**src/rtl/acc_cpu_core.sv**
```systemverilog
// rtl/acc_cpu_core.sv - multi-cycle accumulator CPU with internal RAM, Z/C flags, OUT handshake and halt control
// Optional single-step control: define CPU_SINGLE_STEP_EN.
module acc_cpu_core #(
    parameter int DATA_W = 8,
    parameter int ADDR_W = 4
) (
    input  logic              clk,
    input  logic              reset,
    input  logic              run,
    input  logic              step,
    input  logic              load_we,
    input  logic [ADDR_W-1:0] load_addr,
    input  logic [DATA_W-1:0] load_data,
    output logic [ADDR_W-1:0] pc,
    output logic [ADDR_W-1:0] mar,
    output logic [DATA_W-1:0] mbr,
    output logic [DATA_W-1:0] ir,
    output logic [DATA_W-1:0] acc,
    output logic [DATA_W-1:0] bus,
    output logic [2:0]        state,
    output logic              zf,
    output logic              cf,
    output logic              out_valid,
    output logic [DATA_W-1:0] out_data,
    output logic              halted
);

    localparam logic [2:0] S_IDLE   = 3'd0;
    localparam logic [2:0] S_FETCH1 = 3'd1;
    localparam logic [2:0] S_FETCH2 = 3'd2;
    localparam logic [2:0] S_DECODE = 3'd3;
    localparam logic [2:0] S_EXEC   = 3'd4;
    localparam logic [2:0] S_WB     = 3'd5;
    localparam logic [2:0] S_HALT   = 3'd6;

    localparam logic [3:0] OP_LDA = 4'h1;
    localparam logic [3:0] OP_STA = 4'h2;
    localparam logic [3:0] OP_ADD = 4'h3;
    localparam logic [3:0] OP_SUB = 4'h4;
    localparam logic [3:0] OP_AND = 4'h5;
    localparam logic [3:0] OP_OR  = 4'h6;
    localparam logic [3:0] OP_NOT = 4'h7;
    localparam logic [3:0] OP_JMP = 4'h8;
    localparam logic [3:0] OP_JZ  = 4'h9;
    localparam logic [3:0] OP_JC  = 4'hA;
    localparam logic [3:0] OP_OUT = 4'hB;
    localparam logic [3:0] OP_HLT = 4'hF;

    localparam int DEPTH = 2**ADDR_W;

    logic [2:0]        state_q, state_d;
    logic [ADDR_W-1:0] pc_q, pc_d;
    logic [ADDR_W-1:0] mar_q, mar_d;
    logic [DATA_W-1:0] mbr_q, mbr_d;
    logic [DATA_W-1:0] ir_q, ir_d;
    logic [DATA_W-1:0] acc_q, acc_d;
    logic              zf_q, zf_d;
    logic              cf_q, cf_d;
    logic              out_valid_q, out_valid_d;
    logic [DATA_W-1:0] out_data_q, out_data_d;

    logic [DATA_W-1:0] mem_q [DEPTH];

    logic              mem_we_c;
    logic              mem_we;
    logic [ADDR_W-1:0] mem_waddr;
    logic [DATA_W-1:0] mem_wdata;
    logic [DATA_W-1:0] rd_data;
    logic [DATA_W-1:0] bus_c;
    logic [DATA_W-1:0] pc_ext;
    logic [DATA_W-1:0] acc_not;
    logic [3:0]        opcode;
    logic              op_read;
    logic              step_go;

    logic [DATA_W:0]   add_w;
    logic [DATA_W:0]   sub_w;
    logic [DATA_W-1:0] alu_res;
    logic              alu_cy;

`ifdef CPU_SINGLE_STEP_EN
    assign step_go = step;
`else
    logic unused_step;
    assign step_go     = 1'b0;
    assign unused_step = step;
`endif

    assign opcode  = ir_q[DATA_W-1 -: 4];
    assign op_read = (opcode == OP_LDA) || (opcode == OP_ADD) || (opcode == OP_SUB) ||
                     (opcode == OP_AND) || (opcode == OP_OR);
    assign rd_data = mem_q[mar_q];
    assign pc_ext  = {{(DATA_W-ADDR_W){1'b0}}, pc_q};
    assign acc_not = ~acc_q;

    always_ff @(posedge clk or negedge reset) begin
        if (!reset) begin
            state_q <= S_IDLE;
        end else begin
            state_q <= state_d;
        end
    end

    // Instruction boundaries fall back to IDLE when run is low, which also ends a single step.
    always_comb begin
        state_d = state_q;
        case (state_q)
            S_IDLE:   if (run || step_go) state_d = S_FETCH1;
            S_FETCH1: state_d = S_FETCH2;
            S_FETCH2: state_d = S_DECODE;
            S_DECODE: state_d = S_EXEC;
            S_EXEC: begin
                if (op_read)                 state_d = S_WB;
                else if (opcode == OP_HLT)   state_d = S_HALT;
                else                         state_d = run ? S_FETCH1 : S_IDLE;
            end
            S_WB:     state_d = run ? S_FETCH1 : S_IDLE;
            S_HALT:   if (!run) state_d = S_IDLE;
            default:  state_d = S_IDLE;
        endcase
    end

    always_comb begin
        add_w   = {1'b0, acc_q} + {1'b0, mbr_q};
        sub_w   = {1'b0, acc_q} - {1'b0, mbr_q};
        alu_res = acc_q;
        alu_cy  = cf_q;
        case (opcode)
            OP_LDA: alu_res = mbr_q;
            OP_ADD: begin
                alu_res = add_w[DATA_W-1:0];
                alu_cy  = add_w[DATA_W];
            end
            OP_SUB: begin
                alu_res = sub_w[DATA_W-1:0];
                alu_cy  = sub_w[DATA_W];
            end
            OP_AND: alu_res = acc_q & mbr_q;
            OP_OR:  alu_res = acc_q | mbr_q;
            default: ;
        endcase
    end

    always_comb begin
        pc_d        = pc_q;
        mar_d       = mar_q;
        mbr_d       = mbr_q;
        ir_d        = ir_q;
        acc_d       = acc_q;
        zf_d        = zf_q;
        cf_d        = cf_q;
        out_valid_d = 1'b0;
        out_data_d  = out_data_q;
        bus_c       = '0;
        mem_we_c    = 1'b0;
        mem_waddr   = load_addr;
        mem_wdata   = load_data;
        case (state_q)
            S_IDLE, S_HALT: mem_we_c = load_we;
            S_FETCH1: begin
                mar_d = pc_q;
                bus_c = pc_ext;
            end
            S_FETCH2: begin
                mbr_d = rd_data;
                pc_d  = pc_q + ADDR_W'(1);
                bus_c = rd_data;
            end
            S_DECODE: begin
                ir_d  = mbr_q;
                mar_d = mbr_q[ADDR_W-1:0];
                bus_c = mbr_q;
            end
            S_EXEC: begin
                case (opcode)
                    OP_LDA, OP_ADD, OP_SUB, OP_AND, OP_OR: begin
                        mbr_d = rd_data;
                        bus_c = rd_data;
                    end
                    OP_STA: begin
                        mem_we_c  = 1'b1;
                        mem_waddr = mar_q;
                        mem_wdata = acc_q;
                        mbr_d     = acc_q;
                        bus_c     = acc_q;
                    end
                    OP_JMP: pc_d = mar_q;
                    OP_JZ:  if (zf_q) pc_d = mar_q;
                    OP_JC:  if (cf_q) pc_d = mar_q;
                    OP_NOT: begin
                        acc_d = acc_not;
                        zf_d  = (acc_not == '0);
                    end
                    OP_OUT: begin
                        out_valid_d = 1'b1;
                        out_data_d  = acc_q;
                        bus_c       = acc_q;
                    end
                    default: ;
                endcase
            end
            S_WB: begin
                acc_d = alu_res;
                zf_d  = (alu_res == '0);
                if ((opcode == OP_ADD) || (opcode == OP_SUB)) cf_d = alu_cy;
                bus_c = alu_res;
            end
            default: ;
        endcase
    end

    always_ff @(posedge clk or negedge reset) begin
        if (!reset) begin
            pc_q        <= '0;
            mar_q       <= '0;
            mbr_q       <= '0;
            ir_q        <= '0;
            acc_q       <= '0;
            zf_q        <= 1'b0;
            cf_q        <= 1'b0;
            out_valid_q <= 1'b0;
            out_data_q  <= '0;
        end else begin
            pc_q        <= pc_d;
            mar_q       <= mar_d;
            mbr_q       <= mbr_d;
            ir_q        <= ir_d;
            acc_q       <= acc_d;
            zf_q        <= zf_d;
            cf_q        <= cf_d;
            out_valid_q <= out_valid_d;
            out_data_q  <= out_data_d;
        end
    end

    // RAM contents survive reset; writes are blocked while reset is held.
    assign mem_we = mem_we_c && reset;

    always_ff @(posedge clk) begin
        if (mem_we) mem_q[mem_waddr] <= mem_wdata;
    end

    assign pc        = pc_q;
    assign mar       = mar_q;
    assign mbr       = mbr_q;
    assign ir        = ir_q;
    assign acc       = acc_q;
    assign bus       = bus_c;
    assign state     = state_q;
    assign zf        = zf_q;
    assign cf        = cf_q;
    assign out_valid = out_valid_q;
    assign out_data  = out_data_q;
    assign halted    = (state_q == S_HALT);

endmodule

```
**config.mk**
```make
export PLATFORM = sky130hd
export DESIGN_NAME = acc_cpu_core
export DESIGN_NICKNAME = d
export VERILOG_FILES = /design/src/rtl/acc_cpu_core.sv
export SDC_FILE = /design/constraint.sdc
export NUM_CORES = 1
export LEC_CHECK = 0
export BUFFER_PORTS_ARGS = -buffer_cell sky130_fd_sc_hd__buf_4
export CORE_MARGIN = 3
export CORE_UTILIZATION = 65
export DETAILED_ROUTE_END_ITERATION = 7
export PLACE_DENSITY_LB_ADDON = 0.12
export SLEW_MARGIN = 20
export SYNTH_ARGS = -nofsm -noshare
export SYNTH_HDL_FRONTEND = slang
export SYNTH_SLANG_ARGS = --single-unit
```
**constraint.sdc**
```tcl
create_clock -name clk -period 5.6 [get_ports clk]
set_clock_uncertainty 0.05 [all_clocks]
set_input_delay 0.28 -clock clk [delete_from_list [all_inputs] [get_ports clk]]
set_output_delay 0.28 -clock clk [all_outputs]
set_load 0.01 [all_outputs]
```
# Word-level counts from Yosys, hierarchy flattened
# Memory sizes are Yosys's and may differ from the RTL's.
# Cells that the tools add are included.
classes:
  add_sub_neg: 3
  n_mul: 0
  n_div: 0
  magnitude_cmp: 0
  n_eq_ne: 25
  n_shift: 0
  muxes: 31
  n_bitwise: 3
  n_reduce_logical: 22
op_table:
  columns: ["cell", "n"]
  rows:
  - ["8-bit one-hot mux with 5 select lines", 2]
  - ["8-bit one-hot mux with 2 select lines", 4]
  - ["8-bit 2-to-1 mux", 3]
  - ["3-bit one-hot mux with 7 select lines", 1]
  - ["4-bit == test, second input constant", 5]
  - ["4-bit by 3-bit == test with 1-bit output, second input constant", 4]
  - ["8-bit logical NOT", 2]
  - ["4-bit 2-to-1 mux", 4]
  - ["4-bit one-hot mux with 2 select lines", 2]
  - ["3-bit 2-to-1 mux", 4]
  - ["4-bit one-hot mux with 3 select lines", 1]
  - ["8-bit by 8-bit adder with 9-bit output", 1]
  - ["3-bit == test, second input constant", 3]
  - ["8-bit by 8-bit subtractor with 9-bit output", 1]
  - ["8-bit bitwise AND", 1]
  - ["4-bit by 2-bit == test with 1-bit output, second input constant", 2]
  - ["8-bit inverter", 1]
  - ["8-bit OR", 1]
  - ["2-bit AND reduction", 4]
  - ["2-bit nonzero test", 4]
  - ["1-bit 2-to-1 mux", 7]
  - ["3-bit by 2-bit == test with 1-bit output, second input constant", 2]
  - ["3-bit != test, second input constant", 2]
  - ["1-bit one-hot mux with 2 select lines", 3]
  - ["other kinds (14)", 20]
totals:
  reg_bits: 46
  latchBits: 0
  ramBits: 128
  romBits: 0
  in_bits: 17
  n_memories: 1
mem_list:
  columns: ["name", "depth", "width", "rd", "rd_clocked_by_memory_dff", "write_ports", "line", "source"]
  rows:
  - ["mem_q", 16, 8, 1, 0, 1, "62", "logic [DATA_W-1:0] mem_q [DEPTH];"]

# Longest topological paths before layout
logic_depth:
  depth_word: 7
  depth_mapped: 10
  depth_no_buf: 10

# Worst setup path after synthesis
# Ideal clock, no wire load.
synth_timing:
  path_type: "reg-to-output"
  start: "register acc_q[2] (netlist: acc[2])"
  end: "output bus[6]"
  arrival_time_ns: 2.299
  required_time_ns: 5.270
  setup_slack_ns: 2.971
  stages_incl_launch_ff: 11
  path_buffers: 1
  cell_sequence: "dfrtp_1 inv_1 ha_1 clkbuf_1 o21bai_1 a21oi_1 o21bai_1 a21oi_1 a211oi_1 a211o_1 o21ai_1"
synth_between:
  elab_chain_len: 3
  word_cells_on_any_way: 4
synth_lines:
  columns: ["element", "line", "source"]
  rows:
  - ["start: declaration", "56", "logic [DATA_W-1:0] acc_q, acc_d;"]
  - ["start signal: assignment", "218", "acc_q <= '0;"]
  - ["start signal: assignment", "228", "acc_q <= acc_d;"]
  - ["8-bit by 8-bit subtractor with 9-bit output or 8-bit by 8-bit adder with 9-bit output (tied branches)", "125, 124", null]
  - ["8-bit one-hot mux with 5 select lines (*)", "128", "case (opcode)"]
  - ["8-bit one-hot mux with 5 select lines (*)", "158", "case (state_q)"]
  - ["end: declaration", "19", "output logic [DATA_W-1:0] bus,"]
# Every way passes the cells marked *; elsewhere a longest branch is shown, timed or not.

# Worst setup path in the final report
layout_timing:
  start: "register ir_q[6] (netlist: ir[6])"
  end: "output bus[7]"
layout_between:
  elab_chain_len: 4
  word_cells_on_any_way: 12
layout_lines:
  columns: ["element", "line", "source"]
  rows:
  - ["start: declaration", "55", "logic [DATA_W-1:0] ir_q, ir_d;"]
  - ["start signal: assignment", "227", "ir_q <= ir_d;"]
  - ["4-bit by 1-bit == test with 1-bit output (tied with other cells)", "128, 175", null]
  - ["5-bit OR reduction or 2-bit OR reduction (tied branches)", null, null]
  - ["8-bit one-hot mux with 2 select lines", "175", "case (opcode)"]
  - ["8-bit one-hot mux with 5 select lines (*)", "158", null]
# Marks and branches as above.

==> qor.csv <==
stage,metric,value,unit
final_layout,drive_gt1_share,21.02,%
critical_path,crit_arrival,3.73,ns
floorplan,row_count,41,
timing,slew_violations,0,
global_routing,grt-ovfl-total,0,
clock_network,h-tree-depth,4,
clock_network,cts.path.max_buffers,2,
drt,finalWirelength,24650,microns
synth,yosys_warnings,0,
pwr,p_per_area,578.3,mW/mm^2
final_layout,nNetsFinal,773,
timing,setup_viol,0,
placement,dpl_cell_area,0.009189,sq mm
final_layout,final_util,76.76,%
timing,worst_pin_slew,1.054,ns
final_layout,antennaDiodeCount,0,
worst_hold_path,hp-class,in2reg,
timing,relSlewSlack,29.50,%
floorplan,die-area,0.01466,sq mm
pwr,peakVddDrop,0.3696,mV
synth,avgSynthCellArea,12.77,sq um
critical_path,r2r-end,mem_q[6][3],
critical_path,crit_fanout,25,
clock_network,cts_tree,built,
synth,syn_inst,674,
global_routing,grt_pass1_wl,37540,microns
critical_path,crit_start,ir[6],
timing,rsz0062_at_grt,no,
drt,routedWlPerCell,26.97,microns
placement,place_inst,881,
synth,synth-seq-cells,174,
status,run_status,completed,
run,drv_cap,0,
timing,fin_setup_tns,0,ns
floorplan,io_pins,72,
final_layout,layoutNonFillerInstCount,914,
synth,synth_ff_type,edfxtp_1,
final_layout,syn_to_final_growth,13.91,%
synth,synth_edf_count,128,
critical_path,rrSetupSlack,1.71,ns
drt,vias_per_cell,6.996,
clock_network,clk_latency,0.45,ns
drt,ant_nets,0,
global_routing,grt_max_degree,50,
clock_network,cts_setup_buffers,0,
critical_path,crit_type,reg2out,
clock_network,cts-root-buf,clkbuf_16,
final_layout,fin_area,0.009804,sq mm
global_routing,grt_use_total,35.22,%
clock_network,cts_buffers,17,
floorplan,start_util,67.38,%
drt,dr.pass1.iters,6,
critical_path,crit_end,bus[7],
placement,place_congestion,0.9166,
timing,whs,0.07913,ns
floorplan,core_area,0.01277,sq mm
drt,vias,6394,
placement,port_buffers,70,
floorplan,die_y,121.1,microns
synth,synth_seq_area_share,58.03,%
critical_path,ff2ff_path_depth,7,
critical_path,cp-end-kind,output pin,
placement,hpwl,15540,microns
timing,period_minus_slack,4.060,ns
synth,netlist_area,0.008607,sq mm
critical_path,cp_data_required_time,5.27,ns
clock_network,clock-sinks,174,
drt,drc,0,
synth,syn-num-nets,718,
final_layout,fillCellCount,719,
pwr,p_leak,3.690,nW
floorplan,fp.dieW,121.1,microns
drt,drt_first_iter_violations,888,
synth,yosysUniqueCellTypes,60,
critical_path,r2r_start,ir[6],
synth,synth-async-reset-ratio,26.44,%
global_routing,antenna_found_initial,0,
timing,period_share,72.50,%
timing,final_hold_viol_count,0,
global_routing,grt_pass1_vias,6238,
clock_network,clkSlewWorstSetupHoldPaths,0.07,ns
critical_path,start_kind,register,
timing,max_freq,246.3,MHz
-- critical path, cell delays in order, from the launching register on --
cell	delay, ns
dfrtp_1	0.90
inv_2	0.28
a211oi_2	0.64
nand2_1	0.17
a21oi_1	0.74
a222oi_1	0.20
o21ai_1	0.19
buf_4	0.17
-- cells by family (layout without fill, tap and decap cells) --
logic type	count (synthesis)	in the layout	share of synthesized area, %
multiplexers	46	46	11.16
buffers and inverters	72	140	3.765
XOR/XNOR	11	11	1.119
flip-flops	174	174	58.03
AO/OA/AOI/OAI	178	178	13.00
AND/OR/NAND/NOR	166	166	8.824
adder cells (fa/ha/maj)	27	27	4.099
-- report_power, final --
group	internal, mW	switching, mW
clock	0.636	0.577
sequential	1.54	0.412
combinational	1.08	1.42
total	3.26	2.41
-- synthesized netlist by cell type, drive strengths merged (5+ instances only) --
cell	n	area (sq um)
edfxtp	128	3844
nor2	63	236.5
o21ai	54	270.3
a21oi	48	240.2
dfrtp	46	1151
nand2	46	172.7
mux4	40	900.9
inv	32	120.1
ha	25	312.8
clkbuf	21	78.83
buf	19	125.1
a21o	14	105.1
nor3	12	60.06
nor2b	9	56.30
xnor2	9	78.83
a31oi	7	43.79
nand3	7	35.03
o211ai	7	52.55
a211oi	6	50.05
mux2i	6	60.06
o22ai	6	37.54
or2	6	37.53
nand2b	5	31.28
-- placed cells by master (no fill, tap or decap), types with 9 or more instances in the layout --
cell type | Yosys | routed
edfxtp_1 | 128 | 128
buf_4 | 0 | 75
nor2_1 | 63 | 63
a21oi_1 | 48 | 47
nand2_1 | 46 | 46
o21ai_0 | 45 | 45
dfrtp_1 | 46 | 45
mux4_2 | 40 | 40
inv_1 | 30 | 30
ha_1 | 25 | 25
clkbuf_16 | 0 | 17
a21o_1 | 14 | 14
nor3_1 | 12 | 12
o21ai_1 | 9 | 9
nor2b_1 | 9 | 9
xnor2_1 | 9 | 9
-- worst min path at each step --
| stage | startpoint | to | slack (ns) | cells after the start |
|---|---|---|---|---|
| final | run | state[0] | 0.08 | 3 |
| after global routing | run | state[0] | 0.08 | 3 |
| after CTS | run | state[0] | 0.06 | 3 |
| after detailed placement | reset | ir[1] | 0.29 | 1 |
| after global placement | reset | ir[1] | 0.27 | 1 |
| after floorplan | reset | acc[0] | -0.07 | 0 |
-- routing by layer --
layer	routed length [microns]	vias up	share of wire [%]	global-route usage, %
li1	-	2666	-	-
met1	8845	3127	36	45.27
met2	12400	494	50	58.21
met3	2239	107	9.1	6.807
met4	1166	0	4.7	16.86
met5	0	-	0	0
-- stage by stage --
stage | total power, mW | setup slack (ns)
floorplan | 3.508 | 2.971
global placement | 4.286 | 2.159
detailed placement | 4.351 | 1.937
CTS | 5.604 | 1.675
global route | 5.921 | 1.355
finish | 5.670 | 1.540
-- flip-flops by register name, summed over array words and instances (netlist names) --
signal / count
zf: 1
cf: 1
pc: 4
mbr: 8
ir: 8
mem_q: 128
mar: 4
out_data: 8
out_valid: 1
acc: 8
state: 3
-- area by class of cell --
| type | count | area [sq um] | share of cell area, % |
|---|---|---|---|
| clock buffer | 17 | 425.4 | 4.339 |
| clock inverter | 15 | 176.4 | 1.799 |
| inverter | 32 | 120.1 | 1.225 |
| multi-input combinational | 428 | 3298 | 33.64 |
| sequential | 174 | 4996 | 50.96 |
| tap | 172 | 215.2 | 2.195 |
| timing repair buffer | 76 | 573.1 | 5.845 |
-- repair_timing --
item                                    CTS  global route
endpoints found under the setup margin    0             0
hold endpoints to repair                 46             0
gates resized for setup                   0             0
hold buffers                              1             0
Note: power is estimated with default switching activity, not from simulation.
